==> config.mk <==
export PLATFORM = sky130hd
export DESIGN_NAME = dmem_mmio_bridge
export DESIGN_NICKNAME = d
export VERILOG_FILES = /design/src/rtl/dmem_mmio_bridge_pkg.sv /design/src/rtl/dmem_mmio_bridge_gpio_blink_timer.sv /design/src/rtl/dmem_mmio_bridge.sv
export SDC_FILE = /design/constraint.sdc
export NUM_CORES = 1
export LEC_CHECK = 0
export ABC_AREA = 1
export CAP_MARGIN = 20
export CORE_ASPECT_RATIO = 1.75
export CORE_UTILIZATION = 61
export DETAILED_ROUTE_END_ITERATION = 8
export HOLD_SLACK_MARGIN = 0.12
export PLACE_DENSITY = 0.88
export SYNTH_ARGS = -nofsm -noshare
export SYNTH_HDL_FRONTEND = slang
export SYNTH_SLANG_ARGS = --single-unit
==> constraint.sdc <==
create_clock -name CK_REF -period 5 [get_ports CK_REF]
set_input_delay 1.5 -clock CK_REF [delete_from_list [all_inputs] [get_ports CK_REF]]
set_output_delay 1.5 -clock CK_REF [all_outputs]
set_load 0.005 [all_outputs]
==> src/rtl/dmem_mmio_bridge_pkg.sv <==
// Shared register map and constants for the data-memory / MMIO bridge.
package dmem_mmio_bridge_pkg;

    localparam logic [31:0] MMIO_BASE_DEFAULT = 32'h0000_0100;
    localparam int unsigned NUM_GPIO_REGS     = 7;
    localparam int unsigned ERR_WRITE_BIT     = 0;

    typedef enum logic [2:0] {
        REG_LED       = 3'd0,
        REG_MODE      = 3'd1,
        REG_SW_STATE  = 3'd2,
        REG_SW_EDGE   = 3'd3,
        REG_BLINK_DIV = 3'd4,
        REG_ERR       = 3'd5,
        REG_ERR_ADDR  = 3'd6
    } gpio_reg_e;

endpackage

==> src/rtl/dmem_mmio_bridge_gpio_blink_timer.sv <==
// Blink prescaler: down-counter that reloads from BLINK_DIV and toggles the blink phase at zero.
module dmem_mmio_bridge_gpio_blink_timer #(
    parameter int unsigned DIV_W = 27
) (
    input  logic             clk,
    input  logic             rst_n,
    input  logic             div_we,
    input  logic [DIV_W-1:0] div_wdata,
    output logic [DIV_W-1:0] blink_div,
    output logic             phase
);

    logic [DIV_W-1:0] div_q, div_d;
    logic [DIV_W-1:0] cnt_q, cnt_d;
    logic             phase_q, phase_d;

    always_comb begin
        div_d   = div_q;
        cnt_d   = cnt_q - 1'b1;
        phase_d = phase_q;
        if (div_we) begin
            // a new divider restarts the count immediately but keeps the current phase
            div_d = div_wdata;
            cnt_d = div_wdata;
        end else if (cnt_q == '0) begin
            cnt_d   = div_q;
            phase_d = ~phase_q;
        end
    end

    always_ff @(posedge clk) begin
        if (!rst_n) begin
            div_q   <= '1;
            cnt_q   <= '1;
            phase_q <= 1'b0;
        end else begin
            div_q   <= div_d;
            cnt_q   <= cnt_d;
            phase_q <= phase_d;
        end
    end

    assign blink_div = div_q;
    assign phase     = phase_q;

endmodule

==> src/rtl/dmem_mmio_bridge.sv <==
// Data RAM plus GPIO register window (LEDs with blink, switches with edge capture, write-error log).
module dmem_mmio_bridge
    import dmem_mmio_bridge_pkg::*;
#(
    parameter int unsigned RAM_DEPTH        = 16,
    parameter logic [31:0] MMIO_BASE        = MMIO_BASE_DEFAULT,
    parameter int unsigned NUM_LEDS         = 4,
    parameter int unsigned NUM_SW           = 4,
    parameter int unsigned DIV_W            = 27,
    parameter bit          CLEAR_RAM_ON_RST = 1'b1
) (
    input  logic                CK_REF,
    input  logic                RST_N,
    input  logic [31:0]         MEM_ACCESS_ADDRESS_BUS,
    input  logic [31:0]         MEM_ACCESS_DATA_OUT_BUS,
    input  logic                MEM_ACCESS_READ_WRN,
    output logic [31:0]         MEM_ACCESS_DATA_IN_BUS,
    input  logic [NUM_SW-1:0]   SW_IN,
    output logic [NUM_LEDS-1:0] LED_OUT,
    output logic                BUS_ERR
);

    localparam int unsigned RAM_AW = (RAM_DEPTH > 1) ? $clog2(RAM_DEPTH) : 1;

    logic [31:0]         mem_q [RAM_DEPTH];
    logic [NUM_LEDS-1:0] led_reg_q, led_reg_d, mode_q, mode_d, led_q, led_d;
    logic [NUM_SW-1:0]   sync1_q, sync2_q, sync3_q, sw_edge_q, sw_edge_d, sw_clr;
    logic                err_q, err_d, err_clr;
    logic [31:0]         err_addr_q, err_addr_d;

    logic                wr_en, is_ram, is_mmio, bad_wr, div_we, phase;
    logic [31:0]         reg_off;
    gpio_reg_e           reg_sel;
    logic [RAM_AW-1:0]   ram_idx;
    logic [DIV_W-1:0]    blink_div;

    // Full 32-bit compares on both windows so no upper-address aliasing exists.
    assign wr_en   = ~MEM_ACCESS_READ_WRN;
    assign reg_off = MEM_ACCESS_ADDRESS_BUS - MMIO_BASE;
    assign is_ram  = MEM_ACCESS_ADDRESS_BUS < RAM_DEPTH;
    assign is_mmio = (MEM_ACCESS_ADDRESS_BUS >= MMIO_BASE) && (reg_off < NUM_GPIO_REGS);
    assign reg_sel = gpio_reg_e'(reg_off[2:0]);
    assign ram_idx = MEM_ACCESS_ADDRESS_BUS[RAM_AW-1:0];
    assign bad_wr  = wr_en & ~is_ram & ~is_mmio;
    assign div_we  = wr_en & is_mmio & (reg_sel == REG_BLINK_DIV);

    dmem_mmio_bridge_gpio_blink_timer #(
        .DIV_W (DIV_W)
    ) u_blink (
        .clk       (CK_REF),
        .rst_n     (RST_N),
        .div_we    (div_we),
        .div_wdata (MEM_ACCESS_DATA_OUT_BUS[DIV_W-1:0]),
        .blink_div (blink_div),
        .phase     (phase)
    );

    always_comb begin
        led_reg_d  = led_reg_q;
        mode_d     = mode_q;
        sw_clr     = '0;
        err_clr    = 1'b0;
        err_addr_d = err_addr_q;
        if (wr_en && is_mmio) begin
            case (reg_sel)
                REG_LED:     led_reg_d = MEM_ACCESS_DATA_OUT_BUS[NUM_LEDS-1:0];
                REG_MODE:    mode_d    = MEM_ACCESS_DATA_OUT_BUS[NUM_LEDS-1:0];
                REG_SW_EDGE: sw_clr    = MEM_ACCESS_DATA_OUT_BUS[NUM_SW-1:0];
                REG_ERR:     err_clr   = MEM_ACCESS_DATA_OUT_BUS[ERR_WRITE_BIT];
                default:     ;
            endcase
        end
        sw_edge_d = (sw_edge_q & ~sw_clr) | (sync2_q & ~sync3_q);
        if (bad_wr && (!err_q || err_clr)) begin
            err_addr_d = MEM_ACCESS_ADDRESS_BUS;
        end
        err_d = (err_q & ~err_clr) | bad_wr;
        for (int unsigned i = 0; i < NUM_LEDS; i++) begin
            led_d[i] = led_reg_q[i] & (mode_q[i] ? phase : 1'b1);
        end
    end

    always_ff @(posedge CK_REF) begin
        if (!RST_N) begin
            led_reg_q  <= '0;
            mode_q     <= '0;
            led_q      <= '0;
            sync1_q    <= '0;
            sync2_q    <= '0;
            sync3_q    <= '0;
            sw_edge_q  <= '0;
            err_q      <= 1'b0;
            err_addr_q <= '0;
        end else begin
            led_reg_q  <= led_reg_d;
            mode_q     <= mode_d;
            led_q      <= led_d;
            sync1_q    <= SW_IN;
            sync2_q    <= sync1_q;
            sync3_q    <= sync2_q;
            sw_edge_q  <= sw_edge_d;
            err_q      <= err_d;
            err_addr_q <= err_addr_d;
        end
    end

    always_ff @(posedge CK_REF) begin
        if (!RST_N) begin
            if (CLEAR_RAM_ON_RST) begin
                for (int unsigned i = 0; i < RAM_DEPTH; i++) begin
                    mem_q[i] <= '0;
                end
            end
        end else if (wr_en && is_ram) begin
            mem_q[ram_idx] <= MEM_ACCESS_DATA_OUT_BUS;
        end
    end

    always_comb begin
        MEM_ACCESS_DATA_IN_BUS = '0;
        if (is_ram) begin
            MEM_ACCESS_DATA_IN_BUS = mem_q[ram_idx];
        end else if (is_mmio) begin
            case (reg_sel)
                REG_LED:       MEM_ACCESS_DATA_IN_BUS = 32'(led_reg_q);
                REG_MODE:      MEM_ACCESS_DATA_IN_BUS = 32'(mode_q);
                REG_SW_STATE:  MEM_ACCESS_DATA_IN_BUS = 32'(sync2_q);
                REG_SW_EDGE:   MEM_ACCESS_DATA_IN_BUS = 32'(sw_edge_q);
                REG_BLINK_DIV: MEM_ACCESS_DATA_IN_BUS = 32'(blink_div);
                REG_ERR:       MEM_ACCESS_DATA_IN_BUS[ERR_WRITE_BIT] = err_q;
                REG_ERR_ADDR:  MEM_ACCESS_DATA_IN_BUS = err_addr_q;
                default:       MEM_ACCESS_DATA_IN_BUS = '0;
            endcase
        end
    end

    assign LED_OUT = led_q;
    assign BUS_ERR = err_q;

endmodule
=== Word level (Yosys, flattened, before mapping) ===
Memories as Yosys holds them, arrays and structs flattened.
Cells that the tools add are included.
Widths: inputs -> output; s select.

* $lt $le $gt $ge: 3
* Multipliers: 0
* Shift-type cells: 0
* Multiplexer cells: 21
* Add/sub/neg operators: 2
* Eq/ne operators: 6
* Div/mod/pow operators: 0
* Bitwise logic cells: 21
* Reductions and logical operators: 12

{| class="wikitable"
|+ Operators by type and width
! operator !! number
|-
| $pmux 31 s6 || 1
|-
| $mux 32 || 3
|-
| $mux 27 || 2
|-
| $ge 32x9->1 const B || 1
|-
| $lt 32x3->1 const B || 1
|-
| $lt 32x5->1 const B || 1
|-
| $reduce_or 32->1 || 1
|-
| $sub 32x9->32 const B || 1
|-
| $logic_not 27->1 || 1
|-
| $sub 27x1->27 const B || 1
|-
| $mux 4 || 3
|-
| $mux 1 || 11
|-
| $and 1x1->1 || 9
|-
| $eq 3x3->1 const B || 3
|-
| $and 4x4->4 || 2
|-
| $not 4->4 || 2
|-
| $pmux 1 s7 || 1
|-
| $eq 3x2->1 const B || 2
|-
| $not 1->1 || 6
|-
| $reduce_and 2->1 || 3
|-
| $logic_and 1x1->1 || 4
|-
| $or 4x4->4 || 1
|-
| $eq 3x1->1 const B || 1
|-
| $logic_not 3->1 || 1
|-
| 3 further kinds || 3
|}

* Output and inout port bits: 37
* Flip-flop bits (word level): 116
* Word-level logic and storage cells: 78
* RAM bits: 512
* Bits in latches: 0
* Memories: 1
* ROM bits: 0
* Input port bits: 71

{| class="wikitable"
|+ Memory list
! memory !! words !! bits a word !! read ports !! clocked after memory_dff !! wr ports !! RTL line !! source
|-
| mem_q || 16 || 32 || 1 || 0 || 16 || dmem_mmio_bridge.sv:25 || <nowiki>logic [31:0] mem_q [RAM_DEPTH];</nowiki>
|}

=== Longest topological paths before layout ===
* Depth after elaboration: 8
* Depth in mapped cells: 16
* Gate-level depth less buffers: 16

=== Cells and area by module ===
A second synthesis with hierarchy kept.

* Cell total of the unflattened synthesis: 2,742
* Area total of the unflattened synthesis: 27,611.5 um^2

{| class="wikitable"
|+ Modules (own cells, without submodules)
! module !! cells an instance !! area an instance (um^2) !! times used !! seq. area each (um^2)
|-
| dmem_mmio_bridge || 2,323 || 24,851.3 || 1 || 16,595.9
|-
| dmem_mmio_bridge_gpio_blink_timer || 419 || 2,760.1 || 1 || 1,101.1
|}

=== Worst setup path after synthesis ===
No wires, ideal clock.

* Kind: in2out
* Start: input MEM_ACCESS_ADDRESS_BUS[8]
* End: output MEM_ACCESS_DATA_IN_BUS[10]
* Stages: 12
* Buffers on the path: 1
* Data arrival time: 3.028 ns
* Data required time: 3.500 ns
* Slack: 0.472 ns
* Cell sequence: nor2_2 nand2_1 nor2_4 nand3_1 nand2_1 inv_1 nor2_1 nand3_1 nor3_2 buf_2 nand2_1 o21ai_1

* Longest elaborated chain between the ends: 5
* Elaborated cells between the ends (all ways): 7
* Those cells by class: 1 x add/sub; 3 x order compare; 2 x mux; 1 x reduce/logical

{| class="wikitable"
|+ Ends and longest elaborated chain
! what !! RTL line !! source
|-
| from (decl) || dmem_mmio_bridge.sv:14 || <nowiki>input logic [31:0] MEM_ACCESS_ADDRESS_BUS,</nowiki>
|-
| $sub 32x9->32 || dmem_mmio_bridge.sv:39 || <nowiki>assign reg_off = MEM_ACCESS_ADDRESS_BUS - MMIO_BASE;</nowiki>
|-
| $lt 32x3->1 || dmem_mmio_bridge.sv:41 || <nowiki>assign is_mmio = (MEM_ACCESS_ADDRESS_BUS >= MMIO_BASE) && (reg_off < NUM_GPIO_REGS);</nowiki>
|-
| $logic_and 1x1->1 || dmem_mmio_bridge.sv:41 ||
|-
| $mux 32 || dmem_mmio_bridge.sv:123 || <nowiki>end else if (is_mmio) begin</nowiki>
|-
| $mux 32 * || dmem_mmio_bridge.sv:121 || <nowiki>if (is_ram) begin</nowiki>
|-
| to (decl) || dmem_mmio_bridge.sv:17 || <nowiki>output logic [31:0] MEM_ACCESS_DATA_IN_BUS,</nowiki>
|}

Every way passes the cells marked *; elsewhere a longest branch is shown, timed or not.

=== Final worst setup path ===
* Start: input MEM_ACCESS_ADDRESS_BUS[10]
* End: output MEM_ACCESS_DATA_IN_BUS[19]

The elaborated chain is that of the path after synthesis.

==> results.md <==
- TritonCTS buffer count: 53
- CTS Buffer Depth: 3
- Failing checks: setup timing
- Total Routing Usage GR: 0.421
- Flops & latches, synth: 628
- Vias/cell: 6.60
- Largest net degree at the start of global routing: 78
- Least-Margin Pin Slew: 1.01 ns
- Cell Chain, Critical Path: buf_4, buf_4, inv_1, nand2_2, nor2_4, nand3_2, nand2_2, inv_1, nor2_2, nand3_2, nor3_4, buf_6, buf_16, nand2_1, o21ai_0, buf_2
- Worst r2r path cells: 11
- Shortest period the worst path allows: 5.06 ns
- Hold depth: 2
- Max-Slew Margin vs Limit: 0.323
- Worst Path Arrival: 3.56 ns
- Slew Limit Fails: 0
- Syn_area_per_cell: 10.1 sq um
- Crit Path Class: primary input to primary output
- RSZ-0062 raised after global routing: yes
- Die area: 46400 sq um
- Vias in the first global route: 24.4k
- Synth Instances: 2750
- Vias: 23.9k
- Worst setup EP type: primary output
- Port Buffers: 107
- Die X: 163 um
- Routed Antenna Nets: 0
- Worst-Skew Late Latency: 0.64 ns
- Worst min path class: register to register
- Maximum vdd drop: 0.000298 V
- H-tree levels: 2
- CTS tree: built
- # rows: 103
- Tcrit/Tclk final: 1.01
- Final setup vio count: 21
- P per Cell Area: 340 nW/um^2
- Initial DRC Count: 3782
- Final WS setup: -0.0598 ns
- DR WL/cell: 26.8 um
- First-pass GRT wire length: 142 mm
- Outcome: finished, violations left
- Buf/Inv on CP: 7
- Synth-to-layout area growth: 21.0%
- Required time at the worst-slack endpoint: 3.50 ns
- Crit start category: primary input
- CTS Sinks: 628
- Final-stage net count: 3072
- Clock transition at path regs: 0.06 ns
- CTS Hold Bufs: 0
- Die Y: 284 um
- Internal reg-to-reg setup slack: 2.03 ns
- Final wirelength: 96.9 mm
- Drt first pass iters: 7
- Max Cap Viol: 0
- CORE AREA: 45000 sq um
- Residual DRC: 0
- Post-synthesis cell type count: 41
- Dpl hpwl: 58.6 mm
- Share of cells above drive strength 1: 0.176
- Sequential share of the synthesized area: 0.638
- Final hold viol count: 0
- CP max-delay cell: nor2_4
- Critical path fanouts, max: 6
- Top delay family on crit path: simple AND/OR/NAND/NOR gates
- Pleak: 0.0132 uW
- Initial antenna violation count: 1
- Design Area, Final: 33600 sq um
- WP depth: 16
- GPL Wtd Cong: 0.952
- CP peak stage delay: 0.26 ns
- Fin Clk Skew: 0.0112 ns
- GRT overflow: 0
- Max Fclk: 0.198 GHz
- Ports: 108
- Initial Util: 0.617
- Placed cell areas: 31300 sq um
- Total power: 11400 uW
- Yosys warns: 0
- Syn_nets: 2822
- Synthesized cell area: 27700 sq um
- Clk root buf: clkbuf_16
## where the power goes
| part | switching [uW] | internal (uW) | leakage [uW] |
|---|---|---|---|
| combinational | 696 | 399 | 0.00656 |
| sequential | 89.8 | 5870 | 0.00581 |
| clock | 1950 | 2400 | 0.000879 |
## kinds of logic after synthesis
kind of cell	synth area share
flops	0.638
xor+xnor	0.00726
fa+ha+maj	0.000451
simple gates	0.174
compound gates	0.126
buf+inv	0.0547
## synth_stat cells (all sizes together)
| cell | instances | area (sq um) |
|---|---|---|
| nand2b | 1 | 6.26 |
| nand4 | 8 | 56.3 |
| o221ai | 1 | 8.76 |
| nand3 | 39 | 205 |
| xor2 | 12 | 105 |
| clkbuf | 134 | 503 |
| a21boi | 60 | 450 |
| clkinv | 24 | 90.1 |
| xnor2 | 11 | 96.3 |
| o211ai | 21 | 158 |
| o31ai | 1 | 7.51 |
| nand3b | 3 | 22.5 |
| nand2 | 400 | 1510 |
| ha | 1 | 12.5 |
| o2111ai | 1 | 8.76 |
| o21ai | 80 | 400 |
| a32o | 1 | 10.0 |
| a22oi | 257 | 1930 |
| nor4 | 17 | 106 |
| a2111oi | 1 | 8.76 |
| buf | 54 | 274 |
| o22ai | 26 | 163 |
| or2 | 1 | 6.26 |
| a21oi | 37 | 185 |
| nor3 | 38 | 211 |
| a22o | 18 | 158 |
| nor2 | 702 | 2700 |
| dfxtp | 116 | 2320 |
| edfxtp | 512 | 15400 |
| inv | 173 | 649 |
## worst reg2reg max path, cell delays in order, from the launching register on
cell and delay [ns]:
dfxtp_1 0.32, inv_1 0.11, ha_1 0.20, nand2_1 0.19, nor2_1 0.34, nand3_1 0.19
inv_1 0.13, nand3_1 0.16, nor3_2 0.80, nand2_1 0.15, o211ai_1 0.19, nand2_1 0.09
## flip-flops by register name (all words and copies together), names as in the netlist
| signal | count |
|---|---|
| sw_edge_q | 4 |
| u_blink.blink_div | 27 |
| u_blink.cnt_q | 27 |
| mem_q | 512 |
| err_addr_q | 32 |
| mode_q | 4 |
| sync3_q | 4 |
| LED_OUT | 4 |
| BUS_ERR | 1 |
| sync2_q | 4 |
| u_blink.phase | 1 |
| led_reg_q | 4 |
| sync1_q | 4 |
## cell type report
type	instances	area [sq um]
multi-input combinational	1737	8990
clock buffer	64	1390
timing repair buffer	383	3630
clock inverter	35	398
antenna	1	2.50
inverter	197	744
tap	577	722
fill	2725	11400
sequential	628	17700
## cells in the final DEF (no fill, tap or decap), types with 6 or more instances in the layout
master,Yosys,routed
a21boi_0,60,47
a21boi_1,0,12
a21oi_1,37,34
a22o_1,18,18
a22oi_1,257,249
a22oi_2,0,8
buf_12,0,50
buf_2,51,38
buf_4,0,216
buf_6,1,12
bufinv_16,0,8
clkbuf_1,134,9
clkbuf_16,0,54
clkdlybuf4s50_1,0,43
clkinv_1,24,33
clkinv_2,0,9
dfxtp_1,116,116
dlygate4sd2_1,0,16
edfxtp_1,512,512
inv_1,170,168
inv_2,3,6
nand2_1,398,377
nand2_2,2,20
nand3_1,37,30
nand3_2,2,9
nand4_1,7,7
nor2_1,683,643
nor2_2,16,40
nor2_4,3,19
nor3_1,35,32
nor4_1,17,8
nor4_2,0,8
o211ai_1,21,21
o21ai_0,62,57
o21ai_1,18,22
o22ai_1,26,21
xnor2_1,11,11
xor2_1,12,12
## worst paths after layout
kind / endpoint / from
worst max-delay path: MEM_ACCESS_DATA_IN_BUS[19] / MEM_ACCESS_ADDRESS_BUS[10]
worst min-delay path: sync2_q[2] / sync1_q[2]
worst max register to register: u_blink.cnt_q[3] / u_blink.cnt_q[0]
worst min register to register: sync2_q[2] / sync1_q[2]
## routing by layer
layer / part of all wire / wire (um) / track usage
met2: 0.48 / 46800 / 0.687
met3: 0.13 / 12500 / 0.116
met1: 0.29 / 27800 / 0.444
met5: 0 / 0 / 0.00108
met4: 0.10 / 9740 / 0.359
## timing repair
| item | CTS | global route |
|---|---|---|
| pin swaps | 52 | 16 |
| gates cloned | 2 | 0 |
| buffers inserted | 24 | 1 |
| gates resized for setup | 293 | 42 |
| setup endpoints to repair | 32 | 64 |
## through the flow
stage / hold WS [ns] / util / worst slack [ns] / std cells / TNS [ns]
after detailed placement: 0.405 / 0.696 / -1.00 / 3496 / -29.66
after CTS: 0.417 / 0.744 / 0.000149 / 3620 / 0
final: 0.416 / 0.746 / -0.0598 / 3622 / -0.654
after floorplan: 0.390 / - / 0.472 / 2750 / 0
after global placement: 0.400 / 0.696 / -1.02 / 3496 / -29.60
after global routing: 0.446 / 0.746 / -0.143 / 3622 / -4.14
Note: power is estimated with default switching activity, not from simulation.
